**src/rtl/dr_elastic_buffer.sv**
```systemverilog
// Elastic buffer between USB2 word recovery and the decoder: pre-fill, FWFT drain, sticky over/underflow.
// Optional watermark outputs are enabled by defining DR_WATERMARK_EN.
module dr_elastic_buffer #(
    parameter int unsigned WIDTH        = 1,
    parameter int unsigned DEPTH        = 16,
    parameter int unsigned START_LEVEL  = 8
`ifdef DR_WATERMARK_EN
    ,
    parameter int unsigned ALMOST_FULL  = DEPTH - 2,
    parameter int unsigned ALMOST_EMPTY = 2
`endif
) (
    input  logic                     clock,
    input  logic                     reset,
    input  logic [WIDTH-1:0]         in_data,
    input  logic                     in_valid,
    input  logic                     flush,
    output logic [WIDTH-1:0]         out_data,
    output logic                     out_valid,
    input  logic                     out_ready,
    output logic [$clog2(DEPTH):0]   level,
    output logic                     running,
    output logic                     overflow,
    output logic                     underflow
`ifdef DR_WATERMARK_EN
    ,
    output logic                     almost_full,
    output logic                     almost_empty
`endif
);

    localparam int unsigned AW        = $clog2(DEPTH);
    localparam logic [AW:0] START_LVL = (AW+1)'(START_LEVEL);
    localparam logic [AW:0] PTR_ONE   = (AW+1)'(1);

    typedef enum logic [1:0] {ST_FILL, ST_RUN, ST_ERR} state_t;

    state_t           r_state;
    logic [AW:0]      r_wptr;
    logic [AW:0]      r_rptr;
    logic [WIDTH-1:0] r_mem [DEPTH];
    logic             r_overflow;
    logic             r_underflow;

    logic [AW:0]      w_level;
    logic             w_empty;
    logic             w_full;
    logic             w_out_valid;
    logic             w_pop;
    logic             w_push;
    logic             w_ovf;
    logic             w_udf;

    always_comb begin
        w_level     = r_wptr - r_rptr;
        w_empty     = (r_wptr == r_rptr);
        w_full      = (r_wptr[AW-1:0] == r_rptr[AW-1:0]) && (r_wptr[AW] != r_rptr[AW]);
        w_out_valid = (r_state == ST_RUN) && !w_empty;
        w_pop       = w_out_valid && out_ready;
        // A full buffer still accepts a word when the same cycle frees a slot.
        w_push      = in_valid && (r_state != ST_ERR) && (!w_full || w_pop);
        w_ovf       = in_valid && (r_state != ST_ERR) && w_full && !w_pop;
        w_udf       = (r_state == ST_RUN) && out_ready && w_empty;
    end

    always_ff @(posedge clock) begin
        if (w_push && !flush) begin
            r_mem[r_wptr[AW-1:0]] <= in_data;
        end
    end

    always_ff @(posedge clock or negedge reset) begin
        if (!reset) begin
            r_state     <= ST_FILL;
            r_wptr      <= '0;
            r_rptr      <= '0;
            r_overflow  <= 1'b0;
            r_underflow <= 1'b0;
        end else if (flush) begin
            r_state     <= ST_FILL;
            r_wptr      <= '0;
            r_rptr      <= '0;
            r_overflow  <= 1'b0;
            r_underflow <= 1'b0;
        end else begin
            if (w_push) begin
                r_wptr <= r_wptr + PTR_ONE;
            end
            if (w_pop) begin
                r_rptr <= r_rptr + PTR_ONE;
            end
            if (w_ovf) begin
                r_overflow <= 1'b1;
            end
            if (w_udf) begin
                r_underflow <= 1'b1;
            end
            case (r_state)
                ST_FILL: begin
                    if (w_ovf) begin
                        r_state <= ST_ERR;
                    end else if (w_level >= START_LVL) begin
                        r_state <= ST_RUN;
                    end
                end
                ST_RUN: begin
                    if (w_ovf || w_udf) begin
                        r_state <= ST_ERR;
                    end
                end
                default: r_state <= ST_ERR;
            endcase
        end
    end

    // Data is forced to zero while not valid so reset leaves a clean output.
    assign out_data  = w_out_valid ? r_mem[r_rptr[AW-1:0]] : '0;
    assign out_valid = w_out_valid;
    assign level     = w_level;
    assign running   = (r_state == ST_RUN);
    assign overflow  = r_overflow;
    assign underflow = r_underflow;

`ifdef DR_WATERMARK_EN
    assign almost_full  = (w_level >= (AW+1)'(ALMOST_FULL));
    assign almost_empty = (w_level <= (AW+1)'(ALMOST_EMPTY));
`endif

endmodule

```
**config.mk**
```make
export PLATFORM = sky130hd
export DESIGN_NAME = dr_elastic_buffer
export DESIGN_NICKNAME = d
export VERILOG_FILES = /design/src/rtl/dr_elastic_buffer.sv
export SDC_FILE = /design/constraint.sdc
export NUM_CORES = 1
export LEC_CHECK = 0
export ABC_AREA = 1
export CORE_ASPECT_RATIO = 0.75
export CORE_MARGIN = 2
export CORE_UTILIZATION = 61
export CTS_BUF_LIST = sky130_fd_sc_hd__clkbuf_16
export DETAILED_ROUTE_END_ITERATION = 8
export GPL_TIMING_DRIVEN = 0
export PLACE_DENSITY_LB_ADDON = 0.12
export SLEW_MARGIN = 25
export SYNTH_ARGS = -nofsm -noshare
export SYNTH_HDL_FRONTEND = slang
export SYNTH_SLANG_ARGS = --single-unit
```
**constraint.sdc**
```tcl
create_clock -name clock -period 2.72 [get_ports clock]
set_input_delay 0.272 -clock clock [delete_from_list [all_inputs] [get_ports clock]]
set_output_delay 0.272 -clock clock [all_outputs]
set_load 0.01 [all_outputs]
```
==> results of run 1 <==
==> path summary, 6_finish.rpt <==
path                           start         to
hold / removal                 reset  r_rptr[4]
setup / recovery           r_rptr[2]   out_data
hold reg to reg            underflow  underflow
max in group asynchronous      reset  r_rptr[2]
setup reg to reg           r_rptr[2]  r_mem[11]
min in group clock         underflow  underflow
==> per-layer routing <==
metal	track usage	vias to the layer above	routed length (um)
met5	0	-	0
met4	0.0918	0	61
met3	0.0947	10	371
met2	0.457	67	2020
met1	0.376	695	1710
li1	-	715	-
==> timing repair <==
action | 4_1_cts | 5_1_grt
setup endpoints to repair | 1 | 2
hold buffers | 0 | 0
gates resized for setup | 3 | 5
endpoints found under the hold margin | 0 | 0
==> cell usage in the layout, fill, tap and decap left out, types with 2 or more instances in the layout <==
cell type / count
sky130_fd_sc_hd__inv_2: 7
sky130_fd_sc_hd__dfrtp_2: 3
sky130_fd_sc_hd__nor2_1: 20
sky130_fd_sc_hd__clkinv_1: 2
sky130_fd_sc_hd__nand2_4: 5
sky130_fd_sc_hd__nand3_1: 20
sky130_fd_sc_hd__nand2_1: 53
sky130_fd_sc_hd__dfrtp_1: 11
sky130_fd_sc_hd__ha_1: 9
sky130_fd_sc_hd__inv_1: 16
sky130_fd_sc_hd__o21ai_1: 4
sky130_fd_sc_hd__xor2_1: 4
sky130_fd_sc_hd__o21ai_0: 4
sky130_fd_sc_hd__nand2_2: 3
sky130_fd_sc_hd__nor2_4: 2
sky130_fd_sc_hd__inv_4: 2
sky130_fd_sc_hd__a21oi_1: 9
sky130_fd_sc_hd__clkdlybuf4s50_1: 15
sky130_fd_sc_hd__edfxtp_1: 16
sky130_fd_sc_hd__clkbuf_16: 6
sky130_fd_sc_hd__o31ai_1: 2
sky130_fd_sc_hd__nor3_1: 2
sky130_fd_sc_hd__nor3_2: 3
==> power by group <==
part           switching [uW]  internal, uW  leakage (uW)  total, uW
sequential               25.9           502      0.000332        528
combinational             214           134      0.000542        348
clock                     185           387     0.0000808        572
==> cells by family after synthesis <==
group | synth area share
and+or+nand+nor | 0.317
AOI/OAI and AO/OA | 0.0665
adders and majority gates | 0.0742
buffers and inverters | 0.0581
xor gates and xnor gates | 0.0196
DFF | 0.465
==> cells in the mapped netlist <==
cell / instances
sky130_fd_sc_hd__nand4_1: 1
sky130_fd_sc_hd__inv_4: 1
sky130_fd_sc_hd__nor2_4: 2
sky130_fd_sc_hd__xor2_1: 4
sky130_fd_sc_hd__nor2_1: 21
sky130_fd_sc_hd__o21ai_0: 4
sky130_fd_sc_hd__nand3b_1: 1
sky130_fd_sc_hd__nand2_1: 53
sky130_fd_sc_hd__a21oi_1: 9
sky130_fd_sc_hd__nor3_1: 2
sky130_fd_sc_hd__fa_1: 1
sky130_fd_sc_hd__o31ai_1: 2
sky130_fd_sc_hd__edfxtp_1: 16
sky130_fd_sc_hd__nand3_1: 20
sky130_fd_sc_hd__inv_1: 18
sky130_fd_sc_hd__nand3_2: 1
sky130_fd_sc_hd__nand2_4: 5
sky130_fd_sc_hd__dfrtp_1: 14
sky130_fd_sc_hd__nor2_8: 1
sky130_fd_sc_hd__inv_2: 5
sky130_fd_sc_hd__o21ai_1: 4
sky130_fd_sc_hd__a21boi_4: 1
sky130_fd_sc_hd__clkinv_1: 1
sky130_fd_sc_hd__nor3_2: 3
sky130_fd_sc_hd__or2_2: 1
sky130_fd_sc_hd__ha_1: 9
sky130_fd_sc_hd__buf_4: 1
sky130_fd_sc_hd__nand2_2: 3
==> flip-flops by register name, summed over array words and instances, names as in the netlist <==
signal     cells
r_rptr         5
r_mem         16
r_state        2
underflow      1
overflow       1
r_wptr         5
==> worst max-delay path: cells and delay by family (launching register included) <==
kind,cells,cell delay [ns]
adder cells (fa/ha/maj),1,0.36
flip-flops,1,0.43
AND/OR/NAND/NOR,6,0.62
buffers and inverters,3,0.67
==> metrics by stage <==
stage / total power [uW] / cells / area (um^2) / util
finish: 1450 / 263 / 2150 / 0.795
global route: 1510 / 263 / 2150 / 0.795
CTS: 1450 / 263 / 2140 / 0.793
detailed placement: 872 / 255 / 1980 / 0.733
global placement: 853 / 255 / 1980 / 0.733
floorplan: 751 / 204 / 1790 / -
==> layout make-up <==
class                      count  area, um^2  share of cell area
multi-input combinational    148         855               0.398
sequential                    30         835               0.388
clock buffer                   6         150              0.0699
timing repair buffer          15         150              0.0699
inverter                      25        98.8              0.0460
tap                           36        45.0              0.0210
clock inverter                 2        7.51             0.00349
buffer                         1        7.51             0.00349
==> summary by stage, run 1 <==
Floorplan
The die covers 3380 um^2. The initial standard-cell utilization of the core is 0.661. The die height is 50.9 um. The total area inside the core boundary comes to 2700 um^2. The die width is 66.5 um. After floorplanning, the core was divided into 16 placement rows. The I/O pin count is 16.

Placed design
The number of input and output port buffers inserted is 15. The setup slack at placement is ~0.21 ns. The congestion estimate from routability-driven global placement came to 0.950. The detailed placer's ending HPWL is 2970 um.

Layout
Relative to the synthesized area, the layout overhead comes to 20.2%. The number of antenna diodes in the final layout is 0. The net count reported at finish is 242. The number of fill cells in the layout is between 150 and 200.

The share of layout cells above drive strength 1 is 0.163.

Timing
For the pin with the worst max-slew slack, the measured transition is 0.667 ns. Across all setup checks in the final design, the least slack found is 0.0946 ns. Setup total negative slack on the finished layout was measured at 0 ns. In this run the tightest slew margin relative to its limit is 0.554. The max-slew violation count was 0. The clock tree skew after final layout is 0.00585 ns.

The final worst hold slack is between 0.4 and 0.5 ns. The final hold violation count is 0. The post-route minimum period is 2.63 ns. Setup repair after global routing left no endpoint under its margin. The number of setup violations in the final report is 0. For this run, the top clock speed supported by timing is 381 MHz. The ratio of final minimum period to clock period is 0.965.

Power and ir drop
The standby leakage power is 0.000955 uW. For this design the ratio of total power to cell area is 674 nW/um^2. The maximum VDD drop is 0.419 mV.

Critical path
For the worst setup path, the data arrival time is 2.35 ns. Counting cells, the worst reg-to-reg path comes to 9. The critical path goes through inv_2 -> ha_1 -> nand2_2 -> nor2_4 -> nand2_1 -> inv_2 -> nor2_2 -> nand2_1 -> nor2_1 -> clkdlybuf4s50_1.

The slowest stage of the critical path is the sky130_fd_sc_hd__clkdlybuf4s50_1 cell. For this run, the slowest stage of the critical path takes 0.53 ns. For flop-to-flop paths, the worst setup slack is 0.77 ns. STA classifies the critical path startpoint as a flip-flop. The worst setup path is captured at an output pin. The critical-path maximum fanout is 6. STA puts the critical path data required time at between 2 and 2.5 ns. By startpoint and endpoint, the worst setup path is classified as flip-flop to output pin.

Clock network
Buffers inserted during clock tree synthesis total 5. CTS built an H-tree with a depth of 2. CTS placed an instance of sky130_fd_sc_hd__clkbuf_16 at the clock tree root. The CTS tree is built.

The clock edge transition at the registers on the reported setup and hold paths is ~0.050 ns. The deepest clock path buffer count is 2. The later pin in the worst-skew pair is clocked with a latency of 0.28 ns. The clock net in this run drives a total of 30 sinks.

The post-CTS repair timing setup buffer count is 0.

Synth
The largest area contributor in the netlist is sky130_fd_sc_hd__edfxtp_1. Sorting the synthesized cells by area gives the leading types as sky130_fd_sc_hd__edfxtp_1 (27%), sky130_fd_sc_hd__dfrtp_1 (20%), sky130_fd_sc_hd__nand2_1 (11%), sky130_fd_sc_hd__ha_1 (6.3%), sky130_fd_sc_hd__nand3_1 (5.6%). The share of synthesized area in the top cell type comes to 0.269. Synthesis inferred 30 register bits.

The number of unique standard cell types used by synthesis is 28. The share of the yosys chip area belonging to registers is 0.465. Counting every net in the synthesized netlist gives 220. In this run the cell area of the synthesized design comes to 1790 um^2. The per-instance average area after synthesis is approximately 9 um^2. The Yosys step of the flow raised 0 warnings. The number of cells produced by synthesis is 204.

Drt
The post-route DRC violation count is 0. The total via count in the routed design is around 1.5k. The total routed wirelength is 4160 um. The first detailed-routing pass ran for 4 iterations. After detailed routing, the number of vias per cell comes to 5.65. The count of nets left with antenna violations once routing finished came out at 0. The post-detailed-route wirelength per cell is 15.8 um. The detailed router finished its first iteration with 133 violations.

GRT
The wire length of the first global-routing pass is 6990 um. The maximum number of pins on one net before global-route repair is 17. The number of global-route vias before repair is 1443. For this run the aggregate overflow at the end of global routing stands at 0. The initial antenna violation count was 0.

Across every metal layer, demand over resource in global routing totals 0.288.

Run
The count of maximum capacitance violations is 0.

Worst hold path
The class of the tightest hold or removal check is primary input to asynchronous set/reset pin.

Outcome
The run finished with clean final reports.
Power figures use the tool's default switching activity.
==> inputs of run 2 (changes only) <==
Settings changed: CAP_MARGIN set to 20, CORE_ASPECT_RATIO 0.75 to 0.5, CORE_UTILIZATION 61 to 45.
==> summary by stage, run 2 (synthesis results as in run 1) <==
Clock network
The deepest clock path buffer count is 2. The clock edge transition at the registers on the reported setup and hold paths is 0.05 ns. In this run, CTS created clock tree buffers numbering 5. The root buffer cell is sky130_fd_sc_hd__clkbuf_16.

The number of sinks driven by the clock tree is 30. In this run, post-CTS hold repair placed 0 buffers. In this run the number of H-tree levels came out at 2. The clock reaches the later pin of the worst-skew pair after ~0.28 ns. The CTS tree is built. The post-CTS repair timing setup buffer count is 0.

Power and ir drop
The relative contribution of the clock network to total power is 0.419. The switching power summed over all nets is 419 uW. Across the VDD grid, the largest voltage drop is 0.353 mV. The share of total power in combinational logic is 0.226. In this run the static leakage power is 0.000956 uW. The internal power of the cells totals 1060 uW.

The power density over the cells is 680 nW/um^2. Of the total power, registers draw 0.355. The post-route total power is 1480 uW. Of the total power, the share spent switching nets is 0.283.

Timing
Dividing the final minimum period by the clock period gives 0.943. The accumulated negative setup slack is 0 ns. The final hold violation count is 0. The clock period could shrink to 2.57 ns. Measured against its own limit, the worst slew margin works out to 0.561. The clock tree skew after final layout is 0.00482 ns. The number of setup violations in the final report is 0. The max-slew violation count is 0. For the pin with the worst max-slew slack, the measured transition is 0.657 ns. Setup repair after global routing left no endpoint under its margin. The fmax is 390 MHz.

Critical path
The worst setup path is launched from a flip-flop. The slack of the worst reg-to-reg path is 0.80 ns. At the worst endpoint, the required time is 2.45 ns. The critical path goes through inv_2 -> ha_2 -> nand2_2 -> nor2_4 -> nand2_1 -> inv_2 -> nor2_2 -> nand2_1 -> nor2_1 -> clkdlybuf4s50_1. The buffer and inverter count on the worst path is 3. The arrival time at the worst endpoint is 2.29 ns.

The critical path's top delay family is buffers and inverters. The endpoint identified for the worst register-to-register timing path is r_mem[12]. The cell with the biggest individual delay on the critical path is sky130_fd_sc_hd__clkdlybuf4s50_1. The number of cells on the worst reg-to-reg path is 9.

By startpoint and endpoint, the worst setup path is classified as flip-flop to output pin. The critical-path maximum fanout is 6. The worst reg2reg path startpoint is r_rptr[2].

The beginning of the critical path is r_rptr[2]. For this run, the slowest stage of the critical path takes 0.54 ns. STA classifies the critical path endpoint as an output pin.

Placed design
In this run the cell area measured after placement is 2000 um^2. The congestion estimate from routability-driven global placement came to 0.813. The detailed placer's ending HPWL is 2780 um. Buffers placed on the I/O ports in this run total 15.

Layout
Counting the fill cells in the layout gives between 300 and 400. The antenna diode count is 0. The register with the most flip-flops in the layout has 16 of them. Leaving out fill and tap cells, the most frequent cell in the layout is sky130_fd_sc_hd__nand2_1. In the layout the commonest cells are sky130_fd_sc_hd__nand2_1 (53), sky130_fd_sc_hd__nor2_1 (20), sky130_fd_sc_hd__nand3_1 (20), sky130_fd_sc_hd__edfxtp_1 (16). The net count reported at finish is 242. Summing all non-filler instances in the final layout gives an area of roughly 2200 um^2. The share of layout cells above drive strength 1 is 0.176.

The area growth from synthesis to layout is 22.1%.

Drt
The number of iterations in the first detailed-routing pass is 5. The count of nets left with antenna violations once routing finished came out at 0. After detailed routing, the average wire length per cell comes to 13.3 um.

The initial DRC count is 77. The post-detailed-route via-to-cell ratio is 5.00. The total routed wirelength is 3740 um. The total via count in the routed design is 1406. In the routed design, unresolved DRC markers number 0.

Run
The count of maximum capacitance violations is 0.

GRT
The maximum number of pins on one net before global-route repair is 17. For this run, the total global-route usage over all layers was measured as 0.190. The initial antenna violation count was 0. The number of global-route vias before repair was ~1.4k. The wire length of the first global-routing pass is ~6400 um.

The total overflow left after global routing is 0.

Floorplan
After floorplanning, the core was divided into 16 placement rows. In this run the horizontal extent of the chip is 93.1 um. The initial utilization of the core area, before any placement, comes to 0.462. The full die area is approximately 4500 um^2. The core region is 3860 um^2. The die height is 48.6 um. During I/O placement, the number of pins put on the boundary was 16.

Outcome
The flow ran to the end, and the final reports show no timing, DRC or antenna violations.

Worst hold path
The class of the tightest hold or removal check is primary input to asynchronous set/reset pin.
run 2: repair_timing:
item                       in CTS  in global routing
resized for setup               2                  7
setup endpoints to repair       1                  2
pin swaps                       0                  0
run 2: worst reg2reg max path, delay by kind of cell, from the launching register on:
kind,cells,cell delay (ns)
flip-flops,1,0.45
buffers and inverters,1,0.11
AND/OR/NAND/NOR,7,0.74
adder cells (fa/ha/maj),1,0.32
run 2: worst max path at each step:
stage,end,cells after the start
floorplan,out_data,9
global placement,out_data,10
detailed placement,out_data,10
CTS,out_data,10
global route,out_data,10
finish,out_data,10
run 2: layout make-up:
class                           count  area, um^2  area share
Tap cell                           54        67.6      0.0310
Inverter                           25        98.8      0.0453
Sequential cell                    30         835       0.383
Multi-Input combinational cell    148         857       0.393
Clock inverter                      3        40.0      0.0184
Timing Repair Buffer               15         150      0.0688
Buffer                              1        7.51     0.00344
Clock buffer                        5         125      0.0574
run 2: routing by layer:
metal	part of all wire	wire length, um	up-vias	global-route usage
met1	0.47	1750	663	0.250
li1	-	-	708	-
met5	0	0	-	0
met4	0.0056	21	0	0.0588
met3	0.065	242	2	0.0576
met2	0.46	1730	33	0.303
run 2: power groups by stage:
stage	logic (uW)	clock network, uW	registers [uW]
4_1_cts	335	633	526
2_1_floorplan	221	0	530
5_1_grt	377	656	531
3_5_place_dp	331	0	535
6_report	335	620	527
3_3_place_gp	326	0	534
run 2: through the flow:
| step | setup slack, ns | utilization | hold slack [ns] | std cells |
|---|---|---|---|---|
| final | 0.154 | 0.564 | 0.404 | 281 |
| after floorplan | 0.856 | - | -0.0236 | 204 |
| after global routing | 0.0369 | 0.564 | 0.450 | 281 |
| after detailed placement | 0.218 | 0.519 | 0.518 | 273 |
| after global placement | 0.198 | 0.519 | 0.505 | 273 |
| after CTS | 0.0272 | 0.562 | 0.418 | 281 |
